### src/rtl/hdb3_rx_ctrl.sv
// HDB3 receive controller: line-code rule checking, LOS/HUNT/SYNC link tracking,
// decoder gating and a saturating code-violation counter.
module hdb3_rx_ctrl #(
    parameter int unsigned LOS_ZEROS   = 32,
    parameter int unsigned LOCK_SYMS   = 64,
    parameter int unsigned WIN_SYMS    = 256,
    parameter int unsigned UNLOCK_ERRS = 4
) (
    input  logic        clk,
    input  logic        rst_n,
    input  logic [1:0]  hdb3_code,
    input  logic        cnt_clr,
    output logic        dec_en,
    output logic        dec_flush,
    output logic [1:0]  link_state,
    output logic        cv_err,
    output logic [15:0] cv_count
);

    typedef enum logic [1:0] {
        StLos  = 2'b00,
        StHunt = 2'b01,
        StSync = 2'b10
    } link_state_e;

    localparam logic [7:0]  ZrunMax  = 8'(LOS_ZEROS);
    localparam logic [7:0]  ZrunLast = 8'(LOS_ZEROS - 1);
    localparam logic [9:0]  LockLast = 10'(LOCK_SYMS - 1);
    localparam logic [11:0] WinLast  = 12'(WIN_SYMS - 1);
    localparam logic [3:0]  ErrLast  = 4'(UNLOCK_ERRS - 1);

    link_state_e state_q, state_d;
    logic [7:0]  zrun_q, zrun_d;
    logic        prev_pol_q, prev_pol_d;
    logic        prev_valid_q, prev_valid_d;
    logic        lastv_pol_q, lastv_pol_d;
    logic        lastv_valid_q, lastv_valid_d;
    logic [9:0]  good_q, good_d;
    logic [11:0] win_q, win_d;
    logic [3:0]  err_q, err_d;
    logic        dec_en_q, dec_flush_q, dec_flush_d;
    logic        cv_err_q;
    logic [15:0] cv_count_q, cv_count_d;

    logic is_space, is_mark, is_illegal, mark_pol;
    logic is_v, v_zrun_ok, cv_raw, cv, los_hit;

    // Symbol classification and rule checks
    always_comb begin
        is_space   = (hdb3_code == 2'b00);
        is_mark    = hdb3_code[0];
        is_illegal = (hdb3_code == 2'b10);
        mark_pol   = hdb3_code[1];
        is_v       = is_mark & prev_valid_q & (mark_pol == prev_pol_q);
        v_zrun_ok  = (zrun_q == 8'd2) | (zrun_q == 8'd3);
        cv_raw     = is_illegal
                   | (is_space & (zrun_q == 8'd3))
                   | (is_v & ~v_zrun_ok)
                   | (is_v & lastv_valid_q & (mark_pol == lastv_pol_q));
        cv         = cv_raw & (state_q != StLos);
        los_hit    = is_space & (zrun_q >= ZrunLast);
    end

    // Line history tracking
    always_comb begin
        zrun_d        = zrun_q;
        prev_pol_d    = prev_pol_q;
        prev_valid_d  = prev_valid_q;
        lastv_pol_d   = lastv_pol_q;
        lastv_valid_d = lastv_valid_q;
        if (is_space) begin
            zrun_d = (zrun_q == ZrunMax) ? zrun_q : zrun_q + 8'd1;
        end else if (is_mark) begin
            if (is_v && v_zrun_ok) begin
                lastv_pol_d   = mark_pol;
                lastv_valid_d = 1'b1;
            end
            prev_pol_d   = mark_pol;
            prev_valid_d = 1'b1;
            zrun_d       = 8'd0;
        end
        if (los_hit) begin
            zrun_d        = 8'd0;
            prev_valid_d  = 1'b0;
            lastv_valid_d = 1'b0;
        end
    end

    // Link state machine
    always_comb begin
        state_d     = state_q;
        good_d      = good_q;
        win_d       = win_q;
        err_d       = err_q;
        dec_flush_d = 1'b0;
        if (los_hit) begin
            state_d     = StLos;
            good_d      = 10'd0;
            win_d       = 12'd0;
            err_d       = 4'd0;
            dec_flush_d = (state_q == StSync);
        end else begin
            unique case (state_q)
                StLos: begin
                    if (is_mark) begin
                        state_d = StHunt;
                        good_d  = 10'd0;
                    end
                end
                StHunt: begin
                    if (cv) begin
                        good_d = 10'd0;
                    end else if (good_q == LockLast) begin
                        state_d = StSync;
                        win_d   = 12'd0;
                        err_d   = 4'd0;
                    end else begin
                        good_d = good_q + 10'd1;
                    end
                end
                StSync: begin
                    if (cv && (err_q == ErrLast)) begin
                        state_d     = StHunt;
                        good_d      = 10'd0;
                        dec_flush_d = 1'b1;
                    end else if (win_q == WinLast) begin
                        win_d = 12'd0;
                        err_d = 4'd0;
                    end else begin
                        win_d = win_q + 12'd1;
                        err_d = err_q + {3'b000, cv};
                    end
                end
                default: state_d = StLos;
            endcase
        end
    end

    // Clear wins over increment, but a coincident violation is still counted
    always_comb begin
        cv_count_d = cv_count_q;
        if (cnt_clr) begin
            cv_count_d = {15'd0, cv};
        end else if (cv && (cv_count_q != 16'hFFFF)) begin
            cv_count_d = cv_count_q + 16'd1;
        end
    end

    always_ff @(posedge clk or negedge rst_n) begin
        if (!rst_n) begin
            state_q       <= StLos;
            zrun_q        <= 8'd0;
            prev_pol_q    <= 1'b0;
            prev_valid_q  <= 1'b0;
            lastv_pol_q   <= 1'b0;
            lastv_valid_q <= 1'b0;
            good_q        <= 10'd0;
            win_q         <= 12'd0;
            err_q         <= 4'd0;
            dec_en_q      <= 1'b0;
            dec_flush_q   <= 1'b0;
            cv_err_q      <= 1'b0;
            cv_count_q    <= 16'd0;
        end else begin
            state_q       <= state_d;
            zrun_q        <= zrun_d;
            prev_pol_q    <= prev_pol_d;
            prev_valid_q  <= prev_valid_d;
            lastv_pol_q   <= lastv_pol_d;
            lastv_valid_q <= lastv_valid_d;
            good_q        <= good_d;
            win_q         <= win_d;
            err_q         <= err_d;
            dec_en_q      <= (state_d == StSync);
            dec_flush_q   <= dec_flush_d;
            cv_err_q      <= cv;
            cv_count_q    <= cv_count_d;
        end
    end

    assign link_state = state_q;
    assign dec_en     = dec_en_q;
    assign dec_flush  = dec_flush_q;
    assign cv_err     = cv_err_q;
    assign cv_count   = cv_count_q;

endmodule

### config.mk
export PLATFORM = sky130hd
export DESIGN_NAME = hdb3_rx_ctrl
export DESIGN_NICKNAME = d
export VERILOG_FILES = /design/src/rtl/hdb3_rx_ctrl.sv
export SDC_FILE = /design/constraint.sdc
export NUM_CORES = 1
export LEC_CHECK = 0
export CAP_MARGIN = 5
export CORE_ASPECT_RATIO = 0.6
export CORE_MARGIN = 2
export CORE_UTILIZATION = 45
export CTS_BUF_LIST = sky130_fd_sc_hd__clkbuf_8
export DETAILED_ROUTE_END_ITERATION = 10
export GPL_TIMING_DRIVEN = 0
export HOLD_SLACK_MARGIN = 0.12
export PLACE_DENSITY = 0.65
export SLEW_MARGIN = 20
export SYNTH_ARGS = -nofsm -noshare
export SYNTH_HDL_FRONTEND = slang
export SYNTH_SLANG_ARGS = --single-unit
### constraint.sdc
create_clock -name clk -period 2.26 [get_ports clk]
set_input_delay 0.452 -clock clk [delete_from_list [all_inputs] [get_ports clk]]
set_output_delay 0.452 -clock clk [all_outputs]
set_load 0.005 [all_outputs]
== After elaboration in Yosys (flattened, before gate mapping) ==
Index checks and enable logic that the tools add are counted.

* Register bits after elaboration: 59
* Bits of input ports: 5
* Output and inout port bits: 21
* Logic and storage cells: 113

* $add $sub $neg: 5
* Order comparisons: 1
* Eq/ne operators: 21
* Multiplexer cells: 40
* Bitwise gates (word level): 14
* Reductions and logical operators: 19

{| class="wikitable"
|+ Operator list
! kind !! count
|-
| 12-bit two-way mux || 5
|-
| 10-bit two-way mux || 5
|-
| 16-bit two-way mux || 2
|-
| 8-bit two-way mux || 4
|-
| 10-bit one-hot mux with 3 select lines || 1
|-
| 12-bit one-hot mux with 2 select lines || 1
|-
| 4-bit two-way mux || 5
|-
| 16-bit by 1-bit adder with 16-bit output (second input constant) || 1
|-
| 8-bit by 2-bit == test with 1-bit output (second input constant) || 2
|-
| 16-bit != test (second input constant) || 1
|-
| 3-bit != test (second input constant) || 5
|-
| 12-bit by 1-bit adder with 12-bit output (second input constant) || 1
|-
| 12-bit by 8-bit == test with 1-bit output (second input constant) || 1
|-
| 10-bit by 1-bit adder with 10-bit output (second input constant) || 1
|-
| 10-bit by 6-bit == test with 1-bit output (second input constant) || 1
|-
| 1-bit two-way mux || 10
|-
| 2-bit two-way mux || 5
|-
| 8-bit by 1-bit adder with 8-bit output (second input constant) || 1
|-
| 1-bit bitwise AND || 8
|-
| 8-bit by 6-bit == test with 1-bit output (second input constant) || 1
|-
| 8-bit by 5-bit greater-or-equal comparator with 1-bit output (second input constant) || 1
|-
| 4-bit one-hot mux with 2 select lines || 1
|-
| 4-bit AND reduction || 2
|-
| 2-bit nonzero test || 4
|-
| 17 further kinds || 31
|}

== Logic depth before layout (Yosys ltp) ==
* Word-level depth: 12
* Mapped depth: 12

== Worst setup path after synthesis ==
OpenSTA, ideal clock, no wires.

* Path type: register to register
* Start point: reg zrun_q[2]
* End point: reg err_q[1]
* Library setup time: 0.083 ns
* Arrival time: 2.273 ns
* Required time: 2.177 ns
* Path slack: -0.096 ns
* Cell stages (with the launch flop): 11
* Period minus slack after synthesis: 2.356 ns
* Path through: dfrtp_1 -> buf_6 -> or3_4 -> a2111oi_4 -> o22a_1 -> buf_2 -> nor2_1 -> ha_1 -> ha_1 -> nand2_1 -> o21ai_0

* Longest elaborated chain between the ends: 12

{| class="wikitable"
|+ Ends and longest elaborated chain
! what !! line !! source
|-
| start: declaration || 33 || <nowiki>logic [7:0] zrun_q, zrun_d;</nowiki>
|-
| start signal: assignment || 166 || <nowiki>zrun_q <= zrun_d;</nowiki>
|-
| 8-bit by 2-bit == test with 1-bit output (on tied branches) || 55, 57 ||
|-
| 1-bit OR || 55 || <nowiki>v_zrun_ok = (zrun_q == 8'd2) | (zrun_q == 8'd3);</nowiki>
|-
| 1-bit NOT || 58 || <nowiki>| (is_v & ~v_zrun_ok)</nowiki>
|-
| 1-bit bitwise AND || 58 ||
|-
| 1-bit OR * || 58 ||
|-
| 1-bit OR * || 59 || <nowiki>| (is_v & lastv_valid_q & (mark_pol == lastv_pol_q));</nowiki>
|-
| 1-bit bitwise AND * || 60 || <nowiki>cv = cv_raw & (state_q != StLos);</nowiki>
|-
| net cv || 46 || <nowiki>logic is_v, v_zrun_ok, cv_raw, cv, los_hit;</nowiki>
|-
| 4-bit by 1-bit adder with 4-bit output || 131 || <nowiki>err_d = err_q + {3'b000, cv};</nowiki>
|-
| 4-bit two-way mux || 126 || <nowiki>end else if (win_q == WinLast) begin</nowiki>
|-
| 4-bit two-way mux || 122 || <nowiki>if (cv && (err_q == ErrLast)) begin</nowiki>
|-
| 4-bit one-hot mux with 2 select lines || 103 || <nowiki>unique case (state_q)</nowiki>
|-
| 4-bit two-way mux || 96 || <nowiki>if (los_hit) begin</nowiki>
|-
| end signal: assignment || 173 || <nowiki>err_q <= err_d;</nowiki>
|-
| end: declaration || 40 || <nowiki>logic [3:0] err_q, err_d;</nowiki>
|}

Mark *: on every way through the listed nets, which the timed path passes. The rest lies on a longest branch. The select of a mux whose other input is x is not followed.
A chain may end at the register's enable or synchronous reset.

== Worst setup path in the final report ==
* Start point: reg zrun_q[1]
* End point: reg win_q[8]

* Longest elaborated chain between the ends: 10

{| class="wikitable"
|+ Ends and longest elaborated chain
! what !! line !! source
|-
| 8-bit by 2-bit == test with 1-bit output (on tied branches) || 55, 57 ||
|-
| 1-bit OR || 55 ||
|-
| 1-bit NOT || 58 ||
|-
| 1-bit bitwise AND || 58 ||
|-
| 1-bit OR || 58 ||
|-
| 1-bit OR || 59 ||
|-
| 1-bit bitwise AND || 60 ||
|-
| 1-bit logical AND || 122 ||
|-
| 3-bit != test (no line) || - ||
|-
| 4-bit AND reduction (no line) || - ||
|-
| end signal: assignment || 172 || <nowiki>win_q <= win_d;</nowiki>
|-
| end: declaration || 39 || <nowiki>logic [11:0] win_q, win_d;</nowiki>
|}

Parallel ways exist; a longest one is shown, timed or not.

==> results.yml <==
yosys:
  synth_enable_flop_cells: 0
  synthesis.yosys.warnings: 0
  postSynthAreaPerCell_sq_um: 9.16
  synth_seq_area_share: 0.449
  post_synth_instance_area_sq_mm: 0.00329
  synth_seq_cells: 59
  synth-main-ff-cell: "sky130_fd_sc_hd__dfrtp_1"
  synth_top_area_cell: "sky130_fd_sc_hd__dfrtp_1"
  synth_async_sr_flop_share: 1.00
  postSynthNetCount: 372
  post-synth-top-area-fraction: 0.449
  number_of_cells_produced_by_synthesis: 359
  yosys.cell_types.count: 59
  synth.top_cells.by_area: "sky130_fd_sc_hd__dfrtp_1 45%, sky130_fd_sc_hd__nor2_1 4.2%, sky130_fd_sc_hd__nand2_1 4.0%, sky130_fd_sc_hd__o21ai_0 4.0%, sky130_fd_sc_hd__xnor2_1 3.5%"
clock_tree:
  tritoncts.num_buffers: 9
  clock_tree.htree_level_count: 3
  tritoncts_clock_tree: "built"
  cts_num_sinks: 59
  cts_root_buf: "sky130_fd_sc_hd__clkbuf_8"
  worst_skew_pair_later_pin_latency_ps: 340
  path_clk_slew_ps: 70
  cts-root-to-sink-buffers: 2
worst_setup_path:
  worst_path_max_delay_cell: "sky130_fd_sc_hd__a2111o_1"
  critical_path_peak_fanout: 10
  cp-start-kind: "register"
  reg2regPathDepth: 9
  critical_path.reg2reg.endpoint: "win_q[8]"
  timing.rr.start: "zrun_q[1]"
  critPathBufInv: 2
  critPathCaptureType: "register"
  cpPeakStageDelay_ps: 480
  rrSetupSlack_ps: -130
  worst-endpoint-required_ps: 2470
  path_cells: "ha_4 > nand4_1 > buf_4 > a211oi_4 > nor2_2 > a2111o_1 > buf_6 > o21ai_0 > o41ai_1"
  critical_path_at_ps: 2600
  path_class: "register to register"
  cpLargestDelayFamily: "compound AO/OA/AOI/OAI gates"
die:
  initial_core_util: 0.458
  die_x_microns: 114
  num_io_pins: 26
  floorplan.die_area_sq_mm: 0.00803
  std_cell_rows: 24
  placeableCoreArea_sq_mm: 0.00718
  die_extent_in_y_microns: 70.2
placement:
  place_inst: 474
  hpwl_microns: 5480
  portBuffers: 23
  place.gp.congestion: 0.819
sta:
  final_min_period_over_clock_period: 1.06
  report.final.setup_viol: 18
  max_freq_ghz: 0.418
  slew_headroom: 0.340
  final_hold_viols: 0
  timing.clock.skew_ps: 7.35
  setup_repair_after_global_routing_missed_its_margin: "true"
  final_critical_path_setup_slack_ps: -131
  tightestPinTransition_ps: 989
  timing.final.max_slew_violations: 0
  finalWorstPathRequiredPeriod_ps: 2390
drt:
  drtAntennaViolNets: 0
  vias_per_cell: 5.79
  drt_first_iter_violations: 203
  post-route-drc-count: 0
  wl_per_cell_microns: 16.8
  dr_pass1_iterations: 7
  detailroute.via_count: 3013
  route.final.wire_length_microns: 8710
layout:
  multi_input_area_sq_mm: 0.00203
  layout_commonest_cell: "sky130_fd_sc_hd__dfrtp_1"
  mostFrequentLayoutCells: "56 x sky130_fd_sc_hd__dfrtp_1, 34 x sky130_fd_sc_hd__nand2_1, 32 x sky130_fd_sc_hd__nor2_1, 32 x sky130_fd_sc_hd__buf_4"
  layout.cells.non_filler: 520
  nFillCells: 605
  syn_to_final_growth_pct: 35.1
  post_route_cells_drive_above_1_share: 0.245
  layout.nets: 437
  fin_util: 0.619
  storage_cell_area_sq_mm: 0.00148
  num_antenna_cells: 0
min_path:
  min_from: "cnt_clr"
  worst_hold_path.num_cells: 2
  hold_end: "cv_count[3]"
  min-delay-path-class: "input pin to register"
power:
  power.density_mw_per_mm2: 569
  cellLeakagePower_nw: 1.76
  max-vdd-ir-drop_mv: 0.515
grt:
  initial_antenna_violation_count: 0
  groute.usage.overall: 0.223
  grt_pass1_wl_microns: 13800
  globalRoute.totalOverflow: 0
  grt_pass1_vias: 2733
  grt_start_max_net_pins: 38
job:
  drv_cap: 0
run_status:
  run_status: "complete, but fails checks"
  violations: "negative setup slack"
[sequential cells by signal (all words and copies together), names as in the netlist, 2 cells and up]
signal,count
cv_count,16
err_q,4
good_q,10
link_state,2
win_q,12
zrun_q,8
[per-stage QoR]
stage,hold slack (ps),TNS (ps),power (mW),area [sq um],setup WS (ps)
floorplan,156,-29.2,1.34,3320,-24.6
detailed placement,370,-26350,1.44,3690,-917
global placement,456,-96370,1.42,3660,-1220
global route,489,-4040,2.64,4450,-214
finish,473,-1110,2.53,4450,-131
CTS,456,-897,2.53,4200,-96.8
[report_power, final]
| group | internal [mW] | leakage (nW) | switching [mW] |
|---|---|---|---|
| sequential | 1.11 | 0.792 | 0.0673 |
| clock | 0.609 | 0.112 | 0.433 |
| combinational | 0.140 | 0.855 | 0.165 |
[layout make-up]
class	count	area share
inverter	5	0.00422
multi-input combinational	278	0.456
buffer	16	0.0228
timing repair buffer	55	0.111
clock buffer	9	0.0279
sequential	59	0.333
tap	91	0.0256
clock inverter	7	0.0191
[logic make-up after synthesis]
kind of cell,Yosys count,synth area share
AOI/OAI and AO/OA,76,0.161
xor gates and xnor gates,18,0.0479
adders and majority gates,8,0.0304
buffers and inverters,22,0.0285
DFF,59,0.449
muxes,3,0.00951
and+or+nand+nor,173,0.274
[layer usage]
layer	part of all wire	vias up	wire (microns)	GRT usage
met3	0.043	10	377	0.0547
li1	-	1450	-	-
met4	0.010	0	91	0.0813
met5	0	-	0	0
met2	0.45	63	3890	0.300
met1	0.50	1490	4360	0.342
[how the worst max path moves through the flow]
stage,to,cells past startpoint,slack (ps),startpoint
after floorplan,err_q[3],10,-20,zrun_q[5]
after global placement,cv_count[7],1,-1220,rst_n
after detailed placement,err_q[3],11,-920,hdb3_code[1]
after CTS,win_q[6],7,-100,zrun_q[7]
after global routing,err_q[3],8,-210,link_state[1]
final,win_q[8],9,-130,zrun_q[1]
[synth_stat cells, types with 4 or more instances]
master                     instances
sky130_fd_sc_hd__a21oi_1          14
sky130_fd_sc_hd__a31oi_1           7
sky130_fd_sc_hd__and2_1            4
sky130_fd_sc_hd__and3_1            5
sky130_fd_sc_hd__buf_1             4
sky130_fd_sc_hd__clkbuf_1          9
sky130_fd_sc_hd__dfrtp_1          59
sky130_fd_sc_hd__ha_1              8
sky130_fd_sc_hd__inv_1             5
sky130_fd_sc_hd__nand2_1          35
sky130_fd_sc_hd__nand2b_1          5
sky130_fd_sc_hd__nand3_1          22
sky130_fd_sc_hd__nand4_1          10
sky130_fd_sc_hd__nor2_1           37
sky130_fd_sc_hd__nor2b_1           6
sky130_fd_sc_hd__nor3_1           10
sky130_fd_sc_hd__nor4_1            9
sky130_fd_sc_hd__o21ai_0          26
sky130_fd_sc_hd__o31ai_1           4
sky130_fd_sc_hd__o41ai_1           4
sky130_fd_sc_hd__or3_1             9
sky130_fd_sc_hd__xnor2_1          13
sky130_fd_sc_hd__xor2_1            5
[timing repair]
action | in CTS | in global routing
hold buffers | 1 | 0
endpoints found under the setup margin | 41 | 40
buffers inserted | 21 | 9
pin swaps | 11 | 18
hold endpoints to repair | 22 | 0
gates cloned | 0 | 0
gates resized for setup | 32 | 50
Power figures use the tool's default switching activity.
